<file path="config.mk">
export PLATFORM = sky130hd
export DESIGN_NAME = uart_tx_fifo
export DESIGN_NICKNAME = d
export VERILOG_FILES = /design/src/rtl/uart_tx_fifo.sv
export SDC_FILE = /design/constraint.sdc
export NUM_CORES = 1
export LEC_CHECK = 0
export BUFFER_PORTS_ARGS = -buffer_cell sky130_fd_sc_hd__buf_2
export CAP_MARGIN = 20
export CORE_MARGIN = 2
export CORE_UTILIZATION = 60
export DETAILED_ROUTE_END_ITERATION = 6
export GPL_TIMING_DRIVEN = 1
export PLACE_DENSITY = 0.84
export SLEW_MARGIN = 30
export SYNTH_ARGS = -nofsm -noshare
export SYNTH_HDL_FRONTEND = slang
export SYNTH_SLANG_ARGS = --single-unit
</file>
<file path="constraint.sdc">
create_clock -name clk_50m -period 3.2 [get_ports clk_50m]
set_input_delay 0.64 -clock clk_50m [delete_from_list [all_inputs] [get_ports clk_50m]]
set_output_delay 0.64 -clock clk_50m [all_outputs]
set_load 0.02 [all_outputs]
</file>
<file path="src/rtl/uart_tx_fifo.sv">
// 8-bit UART transmitter fed by a byte FIFO; frames are sent LSB first, back to back.
// Optional even parity bit when UART_TX_PARITY_EN is defined.
module uart_tx_fifo #(
   parameter int unsigned p_fifo_depth = 16,
   parameter int unsigned p_stop_bits  = 1
) (
   input  logic                              clk_50m,
   input  logic                              rst,
   input  logic [31:0]                       scaler,
   input  logic                              wr_en,
   input  logic [7:0]                        wr_data,
   output logic                              full,
   output logic                              empty,
   output logic [$clog2(p_fifo_depth):0]     level,
   output logic                              ovf,
   output logic                              busy,
   output logic                              tx
);

   localparam int unsigned AW = $clog2(p_fifo_depth);
   localparam logic [AW:0] LP_PTR_ONE   = 1;
   localparam logic        LP_LAST_STOP = (p_stop_bits == 2) ? 1'b1 : 1'b0;

   localparam logic [2:0] S_IDLE   = 3'd0;
   localparam logic [2:0] S_START  = 3'd1;
   localparam logic [2:0] S_DATA   = 3'd2;
`ifdef UART_TX_PARITY_EN
   localparam logic [2:0] S_PARITY = 3'd3;
`endif
   localparam logic [2:0] S_STOP   = 3'd4;

   logic [7:0]  r_mem [p_fifo_depth];
   logic [AW:0] r_wptr;
   logic [AW:0] r_rptr;
   logic        r_ovf;
   logic [2:0]  r_state;
   logic [31:0] r_cnt;
   logic [31:0] r_scl;
   logic [7:0]  r_shift;
   logic [2:0]  r_idx;
   logic        r_stop_idx;
   logic        r_tx;
`ifdef UART_TX_PARITY_EN
   logic        r_par;
`endif

   logic [AW:0] w_level;
   logic        w_full;
   logic        w_empty;
   logic        w_push;
   logic        w_pop;
   logic        w_tick;
   logic [7:0]  w_head;

   // Pointers carry an extra wrap bit, so occupancy never exceeds depth and its MSB means full.
   assign w_level = r_wptr - r_rptr;
   assign w_full  = w_level[AW];
   assign w_empty = (r_wptr == r_rptr);
   assign w_push  = wr_en && !w_full;
   assign w_tick  = (r_cnt == r_scl);
   assign w_head  = r_mem[r_rptr[AW-1:0]];
   assign w_pop   = !w_empty &&
                    ((r_state == S_IDLE) ||
                     ((r_state == S_STOP) && w_tick && (r_stop_idx == LP_LAST_STOP)));

   assign full  = w_full;
   assign empty = w_empty;
   assign level = w_level;
   assign ovf   = r_ovf;
   assign busy  = (r_state != S_IDLE);
   assign tx    = r_tx;

   always_ff @(posedge clk_50m) begin
      if (w_push) begin
         r_mem[r_wptr[AW-1:0]] <= wr_data;
      end
   end

   always_ff @(posedge clk_50m) begin
      if (rst) begin
         r_wptr <= '0;
         r_rptr <= '0;
         r_ovf  <= 1'b0;
      end else begin
         if (w_push) begin
            r_wptr <= r_wptr + LP_PTR_ONE;
         end
         if (w_pop) begin
            r_rptr <= r_rptr + LP_PTR_ONE;
         end
         if (wr_en && w_full) begin
            r_ovf <= 1'b1;
         end
      end
   end

   always_ff @(posedge clk_50m) begin
      if (rst) begin
         r_state    <= S_IDLE;
         r_tx       <= 1'b1;
         r_cnt      <= '0;
         r_scl      <= '0;
         r_shift    <= '0;
         r_idx      <= '0;
         r_stop_idx <= 1'b0;
`ifdef UART_TX_PARITY_EN
         r_par      <= 1'b0;
`endif
      end else if (w_pop) begin
         // Covers both the idle start and the gapless restart at the end of STOP.
         r_state    <= S_START;
         r_tx       <= 1'b0;
         r_cnt      <= '0;
         r_scl      <= scaler;
         r_shift    <= w_head;
         r_idx      <= '0;
         r_stop_idx <= 1'b0;
`ifdef UART_TX_PARITY_EN
         r_par      <= ^w_head;
`endif
      end else if (r_state != S_IDLE) begin
         if (!w_tick) begin
            r_cnt <= r_cnt + 32'd1;
         end else begin
            r_cnt <= '0;
            case (r_state)
               S_START: begin
                  r_state <= S_DATA;
                  r_tx    <= r_shift[0];
                  r_shift <= {1'b0, r_shift[7:1]};
               end
               S_DATA: begin
                  if (r_idx == 3'd7) begin
`ifdef UART_TX_PARITY_EN
                     r_state <= S_PARITY;
                     r_tx    <= r_par;
`else
                     r_state <= S_STOP;
                     r_tx    <= 1'b1;
`endif
                  end else begin
                     r_idx   <= r_idx + 3'd1;
                     r_tx    <= r_shift[0];
                     r_shift <= {1'b0, r_shift[7:1]};
                  end
               end
`ifdef UART_TX_PARITY_EN
               S_PARITY: begin
                  r_state <= S_STOP;
                  r_tx    <= 1'b1;
               end
`endif
               S_STOP: begin
                  if (r_stop_idx == LP_LAST_STOP) begin
                     r_state <= S_IDLE;
                     r_tx    <= 1'b1;
                  end else begin
                     r_stop_idx <= 1'b1;
                  end
               end
               default: begin
                  r_state <= S_IDLE;
                  r_tx    <= 1'b1;
               end
            endcase
         end
      end
   end

endmodule
</file>
==> results_dict.tcl <==
set metrics [dict create \
    status "complete, no violations" \
    stdcell_area_um2 10800 \
    clock_latency_ps 510 \
    final_nets 816 \
    cts-root-buf "clkbuf_16" \
    routed_via_density 6.33 \
    ant_nets 0 \
    die_h_um 130 \
    die-area_um2 16900 \
    post_drt_wl_per_cell_um 22.1 \
    grt_setup_unrepaired "false" \
    route.vias.total 6286 \
    gp_congestion 0.942 \
    maxCapViolations 0 \
    cp.arrival_ps 2420 \
    final_common_cell "edfxtp_1" \
    cts.sinks 222 \
    worstPathRequired_ps 2560 \
    initial_utilization_pct 60.7 \
    crit_slowest_cell "fa_1" \
    ys_ff_latch 222 \
    fin_crit_sh_pct 95.7 \
    drt-pass1-iter-count 5 \
    cp_max_fo 5 \
    startpoint_type "flip-flop" \
    stdcell_count 993 \
    worst_path_largest_cell_delay_ps 420 \
    track_usage_pct 26.6 \
    most-common-layout-cells "128 x edfxtp_1, 92 x dfxtp_1, 57 x nor2_1" \
    dp_cells 950 \
    cts_made_buffers 23 \
    ys_warn_count 0 \
    rows 46 \
    finClkSkew_ps 14.7 \
    endpoint_kind "output port" \
    htree_levels 1 \
    tns_ps 0 \
    slew_viol_final 0 \
    finalHoldViolations 0 \
    first_iter_violations 565 \
    hpwlAfterDp_um 14600 \
    clkSlewWorstSetupHoldPaths_ps 60 \
    synth-edff-count 128 \
    layout_min_cycle_time_ps 3060 \
    antenna_found_initial 0 \
    n_antenna_cell 0 \
    grt_pass1_wl_um 33900 \
    grt_pass1_vias 6199 \
    area_growth_pct 13.3 \
    placed_cell_area_um2 9960 \
    die_w_um 130 \
    r2r_setup_slack_ps 300 \
    cts_tree "yes" \
    synth.distinct_cells 56 \
    grt_overflow 0 \
    ys.flop_type "edfxtp_1" \
    leakagePower_nw 3.67 \
    final_util_pct 68.8 \
    tightest_slew_ps 819 \
    syn_nets 769 \
    finalHoldWorstSlack_ps 453 \
    path_cells "inv_1 > ha_1 > fa_1 > nor2b_1 > o21ai_0 > and3_4 > nor2_4 > buf_4" \
    max_freq_mhz 327 \
    synth_area_um2 9510 \
    ios 53 \
    drt_wl_total_um 21900 \
    setup_viol_count_final 0 \
    core_um2 15700 \
    p_per_area_nw_per_um2 845 \
    drive_above_1_share_pct 19.6 \
    crit_type "reg -> out" \
    syn_area_per_cell_um2 13.3 \
    hold_path.class "in -> reg" \
    netlist_instances 713 \
    clockBufferDepth 3 \
    synthArstFlopShare_pct 0 \
    seq_area_frac_synth_pct 60.2 \
    peakVddDrop_v 0.000620 \
    cts_hold_buf 0 \
    slew_headroom_pct 45.3 \
    drc_errors 0 \
    io_buffers 52 \
    grt_max_degree 53 \
]
path summary, 6_finish.rpt:
check | from | end | depth (start not counted)
worst min-delay path | wr_en | ovf | 3
worst max register to register | r_wptr[0] | r_mem[0][0] | 10
worst max-delay path | r_wptr[0] | level[4] | 8
worst min register to register | r_shift[2] | r_shift[2] | 2
flip-flops by register name, indices dropped and copies added, names as in the netlist, named ones only:
register and count:
r_wptr 5, r_rptr 5, tx 1, r_cnt 32
r_scl 32, r_mem 128, r_state 3, r_shift 8
ovf 1, r_idx 3
synthesized netlist by cell type, types with 10 or more instances:
| library cell | n | area share [%] |
|---|---|---|
| xnor2_1 | 45 | 4.1 |
| a31o_1 | 31 | 2.9 |
| nand2_1 | 28 | 1.1 |
| buf_2 | 10 | 0.53 |
| a22oi_1 | 14 | 1.1 |
| clkbuf_1 | 27 | 1.1 |
| a21oi_1 | 11 | 0.58 |
| nand3_1 | 13 | 0.68 |
| nor4b_1 | 34 | 3.1 |
| nor3_1 | 13 | 0.68 |
| xor2_1 | 23 | 2.1 |
| dfxtp_1 | 94 | 20 |
| and3_1 | 19 | 1.3 |
| nand4_1 | 16 | 1.1 |
| inv_1 | 21 | 0.83 |
| edfxtp_1 | 128 | 40 |
| ha_1 | 12 | 1.6 |
| nor2_1 | 58 | 2.3 |
| mux4_2 | 32 | 7.6 |
through the flow:
| step | setup WS [ps] | total power [mW] |
|---|---|---|
| 2_1_floorplan | 502 | 5.63 |
| 3_3_place_gp | 493 | 6.25 |
| 3_5_place_dp | 304 | 6.37 |
| 4_1_cts | 28.5 | 9.10 |
| 5_1_grt | 25.8 | 9.48 |
| 6_report | 137 | 9.10 |
layer usage:
metal / global-route usage [%] / up-vias / part of all wire (%)
met5: 0 / - / 0
met1: 33.9 / 3067 / 37
li1: - / 2785 / -
met2: 46.0 / 356 / 50
met4: 11.7 / 0 / 5.2
met3: 3.65 / 78 / 7.0
power breakdown:
| part | internal (mW) | switching [mW] |
|---|---|---|
| clock network | 1.60 | 1.10 |
| logic | 1.12 | 1.60 |
| registers | 3.37 | 0.309 |
timing repair:
item	CTS	global route
pin swaps	0	1
gates cloned	0	0
endpoints found under the setup margin	2	2
endpoints found under the hold margin	0	0
buffers inserted	0	1
gates resized for setup	3	5
worst max-delay path: cells and delay by family, from the launching register on:
kind	cells	cell delay, ps
buf+inv	2	250
flops	1	370
compound gates	1	140
fa+ha+maj	2	660
simple gates	3	490
layout make-up:
type	count	area [um^2]
Clock buffer	32	651
Clock inverter	10	130
Fill cell	1058	4890
Inverter	21	78.8
Multi-Input combinational cell	427	3520
Sequential cell	222	5730
Tap cell	216	270
Timing Repair Buffer	65	388
cells by family after synthesis:
family | after synthesis | synth area share [%]
DFF | 222 | 60.2
and+or+nand+nor | 211 | 12.7
AOI/OAI and AO/OA | 96 | 7.69
xor gates and xnor gates | 68 | 6.26
buffers and inverters | 64 | 2.97
muxes | 39 | 8.34
adders and majority gates | 13 | 1.79
(Power assumes the default switching activity.)
